`src/rtl/pc_seq_pkg.sv`:
```
// Shared types and constants for the instruction-fetch sequencer.
package pc_seq_pkg;

    localparam int unsigned PC_W    = 8;
    localparam int unsigned INSTR_W = 8;
    localparam int unsigned CNT_W   = 16;
    localparam int unsigned PFX_W   = 5;

    typedef enum logic [1:0] {
        ST_IDLE = 2'd0,
        ST_RUN  = 2'd1,
        ST_DONE = 2'd2
    } state_t;

    localparam logic [INSTR_W-1:0] HALT_INSTR = 8'h88;
    localparam logic [PFX_W-1:0]   BR_FWD_PFX = 5'b11110;
    localparam logic [PFX_W-1:0]   BR_BWD_PFX = 5'b10110;

    localparam logic [PC_W-1:0] PROG0_BASE = 8'd0;
    localparam logic [PC_W-1:0] PROG1_BASE = 8'd98;
    localparam logic [PC_W-1:0] PROG2_BASE = 8'd145;

    // Unused select value 3 falls back to the multiplication program.
    function automatic logic [PC_W-1:0] prog_base(input logic [1:0] sel);
        case (sel)
            2'd1:    prog_base = PROG1_BASE;
            2'd2:    prog_base = PROG2_BASE;
            default: prog_base = PROG0_BASE;
        endcase
    endfunction

endpackage

```
`src/rtl/pc_next_calc.sv`:
```
// Next-PC and halt decode for one presented instruction (pure combinational).
module pc_next_calc
    import pc_seq_pkg::*;
(
    input  logic [PC_W-1:0]    pc,
    input  logic [INSTR_W-1:0] instr,
    input  logic               flag,
    input  logic [PC_W-1:0]    offset,
    output logic [PC_W-1:0]    next_pc,
    output logic               is_halt
);

    logic is_fwd;
    logic is_bwd;

    assign is_fwd  = (instr[INSTR_W-1:INSTR_W-PFX_W] == BR_FWD_PFX);
    assign is_bwd  = (instr[INSTR_W-1:INSTR_W-PFX_W] == BR_BWD_PFX);
    assign is_halt = (instr == HALT_INSTR);

    // Branch arithmetic wraps modulo 256 by construction of the 8-bit sum.
    always_comb begin
        next_pc = pc + PC_W'(1);
        if (is_fwd && flag) begin
            next_pc = pc + offset;
        end else if (is_bwd && flag) begin
            next_pc = pc - offset;
        end
    end

endmodule

```
`src/rtl/pc_sequencer.sv`:
```
// Program-counter sequencer: start/halt FSM, branch resolution, optional
// executed-instruction counter enabled by PC_SEQ_CYCLE_CNT_EN.
module pc_sequencer
    import pc_seq_pkg::*;
(
    input  logic               clk_i,
    input  logic               reset_i,
    input  logic               start_i,
    input  logic [1:0]         prog_sel_i,
    input  logic [INSTR_W-1:0] instr_i,
    input  logic               flag_i,
    input  logic [PC_W-1:0]    offset_i,
    input  logic               stall_i,
    output logic [PC_W-1:0]    pc_o,
    output logic               instr_valid_o,
    output logic               busy_o,
    output logic               done_o,
    output logic [CNT_W-1:0]   cycle_cnt_o
);

    state_t          state;
    state_t          state_next;
    logic [PC_W-1:0] pc_next;
    logic [PC_W-1:0] calc_pc;
    logic            calc_halt;

    pc_next_calc u_next (
        .pc      (pc_o),
        .instr   (instr_i),
        .flag    (flag_i),
        .offset  (offset_i),
        .next_pc (calc_pc),
        .is_halt (calc_halt)
    );

    assign instr_valid_o = (state == ST_RUN) && !stall_i;

    // State and registered status outputs; busy/done track the next state.
    always_ff @(posedge clk_i) begin
        if (reset_i) begin
            state  <= ST_IDLE;
            pc_o   <= '0;
            busy_o <= 1'b0;
            done_o <= 1'b0;
        end else begin
            state  <= state_next;
            pc_o   <= pc_next;
            busy_o <= (state_next == ST_RUN);
            done_o <= (state_next == ST_DONE);
        end
    end

    always_comb begin
        state_next = state;
        pc_next    = pc_o;
        case (state)
            ST_IDLE, ST_DONE: begin
                if (start_i) begin
                    pc_next    = prog_base(prog_sel_i);
                    state_next = ST_RUN;
                end
            end
            ST_RUN: begin
                if (!stall_i) begin
                    if (calc_halt) begin
                        state_next = ST_DONE;
                    end else begin
                        pc_next = calc_pc;
                    end
                end
            end
            default: begin
                state_next = ST_IDLE;
            end
        endcase
    end

`ifdef PC_SEQ_CYCLE_CNT_EN
    logic             start_acc;
    logic [CNT_W-1:0] cnt;

    assign start_acc = (state != ST_RUN) && start_i;

    // Saturating count of executed instructions, restarted per program run.
    always_ff @(posedge clk_i) begin
        if (reset_i) begin
            cnt <= '0;
        end else if (start_acc) begin
            cnt <= '0;
        end else if (instr_valid_o && (cnt != '1)) begin
            cnt <= cnt + CNT_W'(1);
        end
    end

    assign cycle_cnt_o = cnt;
`else
    assign cycle_cnt_o = '0;
`endif

endmodule

```
`config.mk`:
```
export PLATFORM = sky130hd
export DESIGN_NAME = pc_sequencer
export DESIGN_NICKNAME = d
export VERILOG_FILES = /design/src/rtl/pc_seq_pkg.sv /design/src/rtl/pc_next_calc.sv /design/src/rtl/pc_sequencer.sv
export SDC_FILE = /design/constraint.sdc
export NUM_CORES = 1
export LEC_CHECK = 0
export ABC_AREA = 1
export CAP_MARGIN = 40
export CORE_ASPECT_RATIO = 0.9
export CORE_MARGIN = 3
export CORE_UTILIZATION = 38
export CTS_CLUSTER_SIZE = 40
export DETAILED_ROUTE_END_ITERATION = 6
export PLACE_DENSITY = 0.72
export SLEW_MARGIN = 10
export SYNTH_ARGS = -nofsm -noshare
export SYNTH_HDL_FRONTEND = slang
export SYNTH_SLANG_ARGS = --single-unit
export TNS_END_PERCENT = 5
```
`constraint.sdc`:
```
create_clock -name clk_i -period 3.64 [get_ports clk_i]
set_input_delay 0.728 -clock clk_i [delete_from_list [all_inputs] [get_ports clk_i]]
set_output_delay 0.728 -clock clk_i [all_outputs]
set_load 0.005 [all_outputs]
```
# Word level (Yosys, flattened, before mapping)
# Cells that the tools add are included.
[word_totals]
ff_bits = 12
word_cells = 38
in_bits = 23
output_inout_bits = 27
[op_classes]
muxes = 11
addsub = 3
n_reduce_logical = 8
eq_ne = 12
[op_table]
columns = ["op", "n"]
rows = [
  ["8-bit 2-to-1 mux", 5],
  ["8-bit one-hot mux with 2 select lines", 2],
  ["5-bit equality test, second input constant", 2],
  ["8-bit by 1-bit adder with 8-bit output, second input constant", 1],
  ["8-bit adder", 1],
  ["8-bit equality test, second input constant", 1],
  ["8-bit subtractor", 1],
  ["2-bit by 1-bit equality test with 1-bit output, second input constant", 3],
  ["2-bit equality test, second input constant", 3],
  ["2-bit 2-to-1 mux", 3],
  ["2-bit != test, second input constant", 3],
  ["2-bit one-hot mux with 2 select lines", 1],
  ["4-bit AND reduction", 1],
  ["1-bit logical AND", 3],
  ["2-bit zero test", 1],
  ["2-bit nonzero test", 1],
  ["2-bit OR reduction", 1],
  ["1-bit zero test", 1],
]

# Depth between registers and ports, before layout
[depth]
word_depth = 7
depth_mapped = 18
ltp_nobuf = 18

# By module
# A second synthesis with hierarchy kept.
[unflattened]
hier_cells = 212
area_unflattened_um2 = 1351.3
[by_module_without_submodules]
columns = ["module", "seq_area_each_um2", "cells_per_inst", "area_each_um2", "instances"]
rows = [
  ["pc_sequencer", 240.2, 111, 730.7, 1],
  ["pc_next_calc", 0.0, 101, 620.6, 1],
]

# Least setup slack after synthesis
# No wires, ideal clock.
[synth_timing]
kind = "input to register"
startpoint = "input port instr_i[3]"
endpoint = "register pc_o[7]"
stages = 18
required_ns = 3.574
n_path_buf = 0
path_slack_ns = 0.814
setup_time_ns = 0.066
arrival_ns = 2.760
path_cell_list = "clkinv_1 > nand2_1 > nor2_4 > nand3_2 > inv_1 > ha_1 > nand3b_4 > o31ai_2 > xnor2_1 > inv_1 > ha_1 > a21oi_1 > o21ai_0 > a31oi_1 > inv_1 > nand3_1 > nand3_2 > a21oi_2"
[synth_via]
elab_chain_len = 7
elab_cells_between_ends = 12
cone_classes = "4 x eq/ne; 5 x mux; 3 x reduce/logical"
[synth_lines]
columns = ["element", "line_no", "rtl"]
rows = [
  ["start, declared", "pc_sequencer.sv:10", "input logic [INSTR_W-1:0] instr_i,"],
  ["5-bit equality test", "pc_next_calc.sv:17", "assign is_bwd = (instr[INSTR_W-1:INSTR_W-PFX_W] == BR_BWD_PFX);"],
  ["1-bit logical AND", "pc_next_calc.sv:25", "end else if (is_bwd && flag) begin"],
  ["8-bit 2-to-1 mux", "pc_next_calc.sv:25", ""],
  ["8-bit 2-to-1 mux", "pc_next_calc.sv:23", "if (is_fwd && flag) begin"],
  ["8-bit 2-to-1 mux", "pc_sequencer.sv:65", "if (calc_halt) begin"],
  ["8-bit 2-to-1 mux", "pc_sequencer.sv:64", "if (!stall_i) begin"],
  ["8-bit one-hot mux with 2 select lines", "pc_sequencer.sv:56", "case (state)"],
  ["end signal, assigned", "pc_sequencer.sv:47", "pc_o <= pc_next;"],
  ["end, declared", "pc_sequencer.sv:14", "output logic [PC_W-1:0] pc_o,"],
]
# Parallel ways exist; a longest one is shown, timed or not. The select of a mux whose other input is x is not followed.
# A chain may end at the register's enable or synchronous reset.

# Worst setup path in the final report
[layout_timing]
startpoint = "input port instr_i[4]"
endpoint = "register pc_o[7]"
# The elaborated chain is that of the path after synthesis.

==> metrics <==
status=complete, no violations; clk root buf=clkbuf_4; CP arrival=3460 ps; Post-Syn Area=1240 um2; final net count=249; hold path start=pc_o[3]; largest family of logic cells by synthesized area=simple AND/OR/NAND/NOR gates; Worst-Skew Late Latency=270 ps; critical path type=primary input to flop; Clock Tree Buf Depth=2; post-synthesis mux area share=0; ratio of cells with drive above 1 in the final layout=0.116; Place WS=97.4 ps; io pins=50; compound-gate portion of the synthesized area=0.173; Synth Area per Inst=6.91 um2; reg-to-reg slack, setup=1810 ps; minimum clock period after layout=3240 ps; hold endpoint=pc_o[3]; critical path endpoint category=flop; Final setup viols=0; register area share after synthesis=0.194; number of diodes=0; Max Cap Viol=0; Leak=0.765 nW; wire length per cell=10.6 um; worst min path class=flop to flop; antenna violations before repair=0; reg2reg start=pc_o[0]; post-route cell area=1590 um2; most frequent cells in the layout=nand2_1 (35), clkdlybuf4s50_1 (33), inv_1 (24); first-pass GRT wire length=4490 um; cts hold-fix bufs=0; sw power=115 uW; Initial Util=0.422; Synth Instances=179; Post-CTS Setup Bufs=0; flops & latches, synth=12; DR vias/cell=4.71; via count=1202; vias in the first global route=1041; layer with the highest usage=met2; DPL Wire Length=2300 um; core area=2930 um2; Die H=60.1 um; Slew Limit Fails=0; Seq pwr share=0.397; commonest non-fill, non-tap cell in the layout=nand2_1; PnR worst setup slack=398 ps; power share of the clock group=0.283; Placer Congestion=0.822; M1 GR Usage=0.197; clk sinks=12; adder-cell share of the synthesized area=0.107; Synth cell types=30; H-tree depth=1; CTS Buf Count=3; Die Width=66.1 um; period utilization=0.891; internal power=262 uW; switching fraction of total power=0.304; routing usage on met2=0.225; largest net degree at the start of global routing=11; post-synthesis xor/xnor area fraction=0.0425; YS warnings=0; Final Skew=0.636 ps; cts repair resizes=0; Gate power share=0.320; dpl cell area=1550 um2; I/O Buffers=33; 1st-iter DRT viols=29; TritonRoute pass-1 iters=4; RSZ-0062 raised after global routing=no; Reg2Reg Depth=10; GR Util All Layers=0.143; clk slew on worst S/H paths=80 ps; num rows=18; Area Growth Syn to Fin=28.5%; setup_tns=0 ps; CP Max Fanout=3; DIE AREA=3970 um2; worst hold path cell count=2; grt met3 use=0.0414; drt total wl=2700 um; grt ovf=0; final hold violations=0; type of origin of the critical path=primary input; Achievable Freq=308 MHz; PwrDens=237 nW/um2; CTS tree=yes; RR Endpoint=pc_o[6]; Max IR drop VDD=0.148 mV; DRC viols=0; critical path data required time=3850 ps; Synth Area in Simple Gates=0.298; Post-DRT Antenna Nets=0
-- per-layer routing --
| metal | vias up | routed length (um) |
|---|---|---|
| met5 | - | 0 |
| met1 | 528 | 1280 |
| li1 | 630 | - |
| met4 | 0 | 8 |
| met2 | 42 | 1230 |
| met3 | 2 | 178 |
-- worst max-delay path by stage --
stage	from	to	slack, ps	depth (start not counted)
5_1_grt	instr_i[4]	pc_o[7]	190	16
4_1_cts	instr_i[4]	pc_o[7]	380	16
2_1_floorplan	instr_i[3]	pc_o[7]	810	18
3_3_place_gp	instr_i[5]	pc_o[7]	200	16
6_report	instr_i[4]	pc_o[7]	400	16
3_5_place_dp	instr_i[4]	pc_o[7]	100	16
-- logic make-up (layout without fill, tap and decap cells) --
kind of cell | after synthesis | after routing
buffers and inverters | 44 | 65
AOI/OAI and AO/OA | 36 | 36
xor gates and xnor gates | 6 | 6
other | 1 | 16
DFF | 12 | 12
adders and majority gates | 10 | 10
and+or+nand+nor | 70 | 70
-- cells in the mapped netlist --
master,count,area share
xnor2_1,4,0.028
nor2_1,8,0.024
a21oi_1,16,0.065
a31oi_1,1,0.0051
nand2_4,1,0.0091
nand3_1,7,0.028
a31oi_2,1,0.010
ha_1,9,0.091
nand3b_1,1,0.0061
nor4_1,2,0.010
dfxtp_1,12,0.19
a21oi_2,1,0.0071
nand3b_4,1,0.016
nand3_2,4,0.032
o31ai_2,2,0.020
buf_4,16,0.097
o21ai_0,13,0.053
inv_1,24,0.073
o32ai_1,1,0.0071
a211oi_1,1,0.0061
xor2_1,2,0.014
conb_1,1,0.0030
nor3_1,3,0.012
nand2_2,3,0.015
clkinv_1,1,0.0030
nand2_1,35,0.11
inv_2,3,0.0091
nor2_4,3,0.027
fa_1,1,0.016
nor2_2,2,0.010
-- state kept, by name, indices dropped and copies added, names as in the netlist --
signal,flops
state,2
busy_o,1
done_o,1
pc_o,8
-- final cells by class --
cell class / count / area [um2]
clock buffer: 4 / 36.3
fill: 290 / 1340
inverter: 28 / 105
multi-input combinational: 138 / 827
sequential: 12 / 240
tap: 40 / 50.0
timing repair buffer: 33 / 330
-- worst max-delay path: stages --
cell	delay (ps)
clkdlybuf4s50_1	500
nand2_1	130
nor4_1	270
ha_1	260
nand3b_4	90
o31ai_2	200
xnor2_1	140
inv_1	50
ha_1	310
a21oi_1	130
o21ai_0	90
a31oi_1	200
inv_1	60
nand3_1	90
nand3_2	80
a21oi_2	110
-- stage by stage --
| stage | power [mW] | hold WS, ps | std cells | utilization |
|---|---|---|---|---|
| finish | 0.376 | 486 | 255 | 0.543 |
| global route | 0.402 | 527 | 255 | 0.543 |
| CTS | 0.381 | 491 | 255 | 0.543 |
| detailed placement | 0.272 | 479 | 251 | 0.530 |
| global placement | 0.271 | 480 | 251 | 0.530 |
| floorplan | 0.225 | 466 | 194 | - |
-- power by group through the flow --
stage | sequential (mW) | clock [mW] | combinational, mW
after floorplan | 0.152 | 0 | 0.0734
after global placement | 0.152 | 0 | 0.119
after detailed placement | 0.153 | 0 | 0.120
after CTS | 0.150 | 0.111 | 0.121
after global routing | 0.151 | 0.117 | 0.135
final | 0.149 | 0.106 | 0.120
No activity file was read; power rests on OpenSTA's default activity.
